**src/rtl/keypad_scanner.sv**
```systemverilog
// 4x4 keypad scanner: walks a one-hot column drive, synchronizes the row
// sense lines, debounces one key at a time and reports its code
// ({row_idx, col_idx}) with a one-cycle key_valid pulse.
module keypad_scanner #(
  parameter int SCAN_DIV     = 4,
  parameter int DEBOUNCE_CNT = 8
) (
  input  logic       clk,
  input  logic       reset,
  input  logic [3:0] IO_P4_ROW,
  output logic [3:0] IO_P4_COL,
  output logic [3:0] number,
  output logic       key_valid,
  output logic       key_held
);

  localparam int CMAX = (SCAN_DIV > DEBOUNCE_CNT) ? SCAN_DIV : DEBOUNCE_CNT;
  localparam int CW   = $clog2(CMAX + 1);
  localparam logic [CW-1:0] DWELL_LAST = CW'(SCAN_DIV - 1);
  localparam logic [CW-1:0] DEB_DONE   = CW'(DEBOUNCE_CNT);

  typedef enum logic [1:0] {SCAN, DEBOUNCE, HELD, RELEASE} state_t;

  state_t      state, state_next;
  logic [3:0]  row_meta, srow;
  logic [1:0]  col_idx, col_next;
  logic [CW-1:0] dwell, dwell_next;
  logic [CW-1:0] cnt, cnt_next;
  logic [3:0]  row_lat, row_lat_next;
  logic [3:0]  number_next;
  logic        valid_next;
  logic        one_hot;

  function automatic logic [1:0] bit_idx(input logic [3:0] v);
    logic [1:0] idx;
    case (v)
      4'b0010: idx = 2'd1;
      4'b0100: idx = 2'd2;
      4'b1000: idx = 2'd3;
      default: idx = 2'd0;
    endcase
    return idx;
  endfunction

  assign one_hot = (srow != '0) && ((srow & (srow - 4'd1)) == '0);

  // Two-flop synchronizer for the asynchronous row sense lines
  always_ff @(posedge clk or negedge reset) begin
    if (!reset) begin
      row_meta <= '0;
      srow     <= '0;
    end else begin
      row_meta <= IO_P4_ROW;
      srow     <= row_meta;
    end
  end

  // State register plus the datapath registers that travel with it
  always_ff @(posedge clk or negedge reset) begin
    if (!reset) begin
      state     <= SCAN;
      col_idx   <= '0;
      dwell     <= '0;
      cnt       <= '0;
      row_lat   <= '0;
      number    <= '0;
      key_valid <= 1'b0;
    end else begin
      state     <= state_next;
      col_idx   <= col_next;
      dwell     <= dwell_next;
      cnt       <= cnt_next;
      row_lat   <= row_lat_next;
      number    <= number_next;
      key_valid <= valid_next;
    end
  end

  // Next-state and next-datapath logic
  always_comb begin
    state_next   = state;
    col_next     = col_idx;
    dwell_next   = dwell;
    cnt_next     = cnt;
    row_lat_next = row_lat;
    number_next  = number;
    valid_next   = 1'b0;
    case (state)
      SCAN: begin
        if (dwell == DWELL_LAST) begin
          dwell_next = '0;
          if (one_hot) begin
            row_lat_next = srow;
            cnt_next     = '0;
            state_next   = DEBOUNCE;
          end else begin
            col_next = col_idx + 2'd1;
          end
        end else begin
          dwell_next = dwell + CW'(1);
        end
      end
      DEBOUNCE: begin
        // Once the count is reached the key is accepted on the next edge
        if (cnt == DEB_DONE) begin
          number_next = {bit_idx(row_lat), col_idx};
          valid_next  = 1'b1;
          state_next  = HELD;
        end else if (srow != row_lat) begin
          dwell_next = '0;
          state_next = SCAN;
        end else begin
          cnt_next = cnt + CW'(1);
        end
      end
      HELD: begin
        if (srow == '0) begin
          cnt_next   = '0;
          state_next = RELEASE;
        end
      end
      RELEASE: begin
        if (cnt == DEB_DONE) begin
          col_next   = '0;
          dwell_next = '0;
          state_next = SCAN;
        end else if (srow != '0) begin
          state_next = HELD;
        end else begin
          cnt_next = cnt + CW'(1);
        end
      end
      default: state_next = SCAN;
    endcase
  end

  // Moore outputs: column drive and held flag follow state directly
  always_comb begin
    IO_P4_COL = 4'b0001 << col_idx;
    key_held  = (state == HELD) || (state == RELEASE);
  end

endmodule

```
**config.mk**
```make
export PLATFORM = sky130hd
export DESIGN_NAME = keypad_scanner
export DESIGN_NICKNAME = d
export VERILOG_FILES = /design/src/rtl/keypad_scanner.sv
export SDC_FILE = /design/constraint.sdc
export NUM_CORES = 1
export LEC_CHECK = 0
export BUFFER_PORTS_ARGS = -buffer_cell sky130_fd_sc_hd__buf_2
export CAP_MARGIN = 20
export CELL_PAD_IN_SITES_DETAIL_PLACEMENT = 0
export CELL_PAD_IN_SITES_GLOBAL_PLACEMENT = 2
export CORE_ASPECT_RATIO = 2
export CORE_MARGIN = 8
export CORE_UTILIZATION = 38
export CTS_CLUSTER_DIAMETER = 200
export DETAILED_ROUTE_END_ITERATION = 7
export PLACE_DENSITY = 0.85
export SYNTH_ARGS = -nofsm -noshare
export SYNTH_HDL_FRONTEND = slang
export SYNTH_SLANG_ARGS = --single-unit
```
**constraint.sdc**
```tcl
create_clock -name clk -period 2.3 [get_ports clk]
set_clock_uncertainty 0.05 [all_clocks]
set_input_delay 0.115 -clock clk [delete_from_list [all_inputs] [get_ports clk]]
set_output_delay 0.115 -clock clk [all_outputs]
set_load 0.01 [all_outputs]
```
* Yosys cells after proc, flatten, opt, wreduce, memory -nomap -nowiden
Cells that the tools add are included.
Operators by class: add/subtract/negate cells 4, bitwise operators 1, reduce and logical (&&, ||, !) cells 14, shift operators 1, multiplexer cells 28, equality and inequality tests 21
Operators by type and width (count):
- 2-to-1 mux 4 bit | 11
- 2-to-1 mux 2 bit | 10
- != test 2 bit (second input constant) | 10
- case mux 4 bit (4 select lines) | 1
- case mux 4 bit (3 select lines) | 1
- adder 4 x 1 -> 4 bit (second input constant) | 2
- == test 4 x 2 -> 1 bit (second input constant) | 2
- == test 4 bit (second input constant) | 2
- logical NOT 4 bit | 2
- case mux 2 bit (4 select lines) | 1
- AND reduction 4 bit | 2
- AND reduction 7 bit | 1
- != test 3 bit (second input constant) | 2
- case mux 2 bit (3 select lines) | 1
- AND reduction 5 bit | 1
- bitwise AND 4 bit | 1
- == test 2 bit (second input constant) | 2
- == test 4 x 3 -> 1 bit (second input constant) | 1
- != test 4 bit | 1
- case mux 2 bit (2 select lines) | 1
- nonzero test 4 bit | 1
- << shifter 1 x 2 -> 4 bit (first input constant) | 1
- subtractor 4 x 1 -> 4 bit (second input constant) | 1
- AND reduction 3 bit | 1
- 9 further kinds | 10
Storage, ports and cells: output and inout bits 10, register bits 29, word-level logic and storage cells 78

* Depth between registers and ports, before layout
depth after elaboration 7, depth in mapped cells 8, gate-level depth less buffers 7

* Least setup slack after synthesis
No wires, ideal clock.
path type register -> register, start register dwell[0], end register cnt[3], path buffers 1, clock period less this slack 2.075 ns, data arrival time 1.922 ns, stages on the path, launching flop included 8, path slack 0.225 ns, path through dfrtp_1 > ha_1 > or3b_1 > o21ai_1 > nand2_2 > or3_1 > buf_2 > o41ai_2
On the way: word-level cells in the longest chain between the ends 3
Ends and longest elaborated chain:
- start: declaration | RTL line 27 | logic [CW-1:0] dwell, dwell_next;
- start signal: assignment | RTL line 71 | dwell <= dwell_next;
- == test 4 x 2 -> 1 bit | RTL line 90 | if (dwell == DWELL_LAST) begin
- != test 2 bit (no source line)
- AND reduction 7 bit (no source line)
- end signal: assignment | RTL line 72 | cnt <= cnt_next;
- end: declaration | RTL line 28 | logic [CW-1:0] cnt, cnt_next;
Every way passes these cells. A chain may end at the register's enable or synchronous reset.

* Worst setup path in the final report
start register dwell[0], end register state[1]
On the way: word-level cells in the longest chain between the ends 3
Ends and longest elaborated chain:
- == test 4 x 2 -> 1 bit | RTL line 90
- != test 2 bit (no source line)
- AND reduction 5 bit (no source line)
- end signal: assignment | RTL line 69 | state <= state_next;
- end: declaration | RTL line 24 | state_t state, state_next;
Every way passes these cells.

==> flow_summary.toml <==
[outcome]
status = "finished clean"

[clock_network]
clk_pin_slew_ps = 60
cts_buffers = 5
cts.sinks = 29
clock_latency_ps = 270
htree_levels = 2
clk_path_buf_depth = 2
cts-root-buf = "clkbuf_8"
post-cts-setup-buffers = 0
cts_tree = "built"

[logic_synthesis]
synth_area_per_cell_um2 = 11.4
synth-edff-count = 0
syn_nets = 153
synthFlopType = "dfrtp_1"
synth-seq-cells = 29
synth_cell_types = 46
async_flop_share_pct = 100
syn_inst = 136
ys_warn_count = 0
ys_seq_area_share_pct = 46.8
syn_area_um2 = 1550

[global_route]
grt_pass1_wl_um = 5200
grt_max_degree = 30
grt_pass1_vias = 1172
grt.total_usage_pct = 10.4
grt_overflow = 0
grt_antenna_before_repair = 0

[critical_path]
slowest_delay_ps = 410
path_class = "reg -> reg"
required_ps = 2410
cp.arrival_ps = 2290
crit_chain = "ha_1 -> or3b_1 -> o21ai_1 -> nand2_2 -> a211oi_1 -> mux2_1"
path_max_fanout = 5
endpoint_kind = "flop"
cpMaxStageDelayCell = "dfrtp_1"
crit_path_start_kind = "flop"

[floorplanning]
initial_core_util_pct = 38.7
coreArea_um2 = 4010
fp.dieH_um = 106
die_w_um = 61.2
std_cell_rows = 33
die_area_um2 = 6500
ios = 16

[power_and_ir_drop]
leakage_nw = 0.899
power_density_nw_per_um2 = 1030
irDropWorstVdd_v = 0.000746

[final_layout]
diodes = 0
nets = 177
drive_above_1_share_pct = 23.0
areaGrowthSynthToFinish_pct = 19.6
fin_util_pct = 46.3

[sta]
max_freq_mhz = 458
fin_tns_setup_ps = 0
rsz0062_at_grt = "false"
finalCritPeriodShare_pct = 95.0
hold_viol_final = 0
setup_viol = 0
relSlewSlack_pct = 57.7
tightest_slew_ps = 634
drv_slew = 0
period_needed_ps = 2180

[hold_path]
hp-class = "reg -> reg"

[routing]
dr.pass1.iters = 4
drt_wl_total_um = 2860
antenna_left = 0
via_per_inst = 5.03
vias = 1071
post-route-drc-count = 0
drtIter0Drc = 13
avgRoutedWirePerCell_um = 13.4

[placed_design]
io_buffers = 15
place_hpwl_um = 2130
place_congestion = 0.763

[run]
cap_violations = 0
cells in the final DEF, fill, tap and decap left out, types with 2 or more instances in the layout:
master / n
dfrtp_1: 29
xnor2_1: 4
o41ai_1: 4
buf_2: 15
buf_4: 3
nor4_2: 2
nand3b_1: 2
nor2_1: 3
o21ai_0: 2
o21ai_1: 8
clkbuf_8: 6
xor2_1: 4
dlygate4sd3_1: 5
o2bb2ai_1: 2
mux2_1: 5
or3b_1: 2
ha_1: 11
mux2i_1: 4
nor3_1: 3
inv_1: 9
nand2_1: 8
nand4b_1: 2
a21o_1: 2
logic make-up after synthesis:
logic type | after synthesis | share of synthesized area (%)
buffers and inverters | 15 | 4.36
and+or+nand+nor | 33 | 13.8
DFF | 29 | 46.8
xor gates and xnor gates | 8 | 4.52
adders and majority gates | 11 | 8.88
muxes | 9 | 6.21
AOI/OAI and AO/OA | 31 | 15.4
Yosys cell counts, types with 3 or more instances:
| cell | number | area share [%] |
|---|---|---|
| xnor2_1 | 4 | 2.3 |
| inv_1 | 9 | 2.2 |
| nor2_1 | 3 | 0.73 |
| xor2_1 | 4 | 2.3 |
| ha_1 | 11 | 8.9 |
| o21ai_1 | 8 | 2.6 |
| buf_2 | 3 | 0.97 |
| nand2_1 | 8 | 1.9 |
| o41ai_1 | 4 | 2.3 |
| nor3_1 | 3 | 0.97 |
| mux2_1 | 5 | 3.6 |
| mux2i_1 | 4 | 2.6 |
| dfrtp_1 | 29 | 47 |
through the flow:
step                cells  instance area (um^2)  worst slack (ps)  hold WS (ps)  total power, mW
floorplan             136                  1550               225          -231             1.21
global placement      200                  1680               165           128             1.36
detailed placement    200                  1680              94.4           125             1.36
CTS                   213                  1850              86.1           300             1.92
global route          213                  1850              2.78           305             2.05
finish                213                  1850               115           298             1.90
cell type report:
cell class	count	area, um^2
fillers	389	2150
clock inverters	2	37.5
well taps	52	65.1
inverters	9	33.8
clock buffers	6	82.6
flip-flops and latches	29	726
repair buffers	23	148
multi-input cells	92	762
worst max-delay path, delay by kind of cell (launching register included):
kind,cells,cell delay (ps)
compound gates,2,540
simple gates,2,510
flops,1,410
mux,1,360
fa+ha+maj,1,210
sequential cells by signal, indices dropped and copies added (netlist names):
name and flops:
cnt 4, dwell 4, number 4, row_lat 4, row_meta 4, srow 4, col_idx 2, state 2
key_valid 1
worst paths after layout:
| check | cells past startpoint | end | slack, ps | start |
|---|---|---|---|---|
| worst max-delay path | 6 | state[1] | 120 | dwell[0] |
| worst min-delay path | 0 | srow[3] | 300 | row_meta[3] |
| worst max register to register | 6 | state[1] | 120 | dwell[0] |
| worst min register to register | 0 | srow[3] | 300 | row_meta[3] |
| max in group asynchronous | 2 | dwell[0] | 1440 | reset |
| min in group asynchronous | 2 | cnt[3] | 350 | reset |
report_power, final:
part / switching, mW / leakage, nW / internal [mW]
clock network: 0.192 / 0.0574 / 0.352
logic: 0.328 / 0.477 / 0.288
registers: 0.123 / 0.364 / 0.621
metal layers:
metal	part of all wire [%]	vias up	GRT usage, %	wire, um
li1	-	536	-	-
met1	44	514	11.9	1260
met2	50	17	16.5	1450
met3	3.9	4	3.39	112
met4	1.4	0	4.87	40
met5	0	-	0	0
what timing repair did:
| action | in CTS | in global routing |
|---|---|---|
| endpoints found under the setup margin | 0 | 1 |
| hold buffers | 5 | 0 |
| hold endpoints to repair | 33 | 0 |
| resized for setup | 0 | 1 |
(Power assumes the default switching activity.)
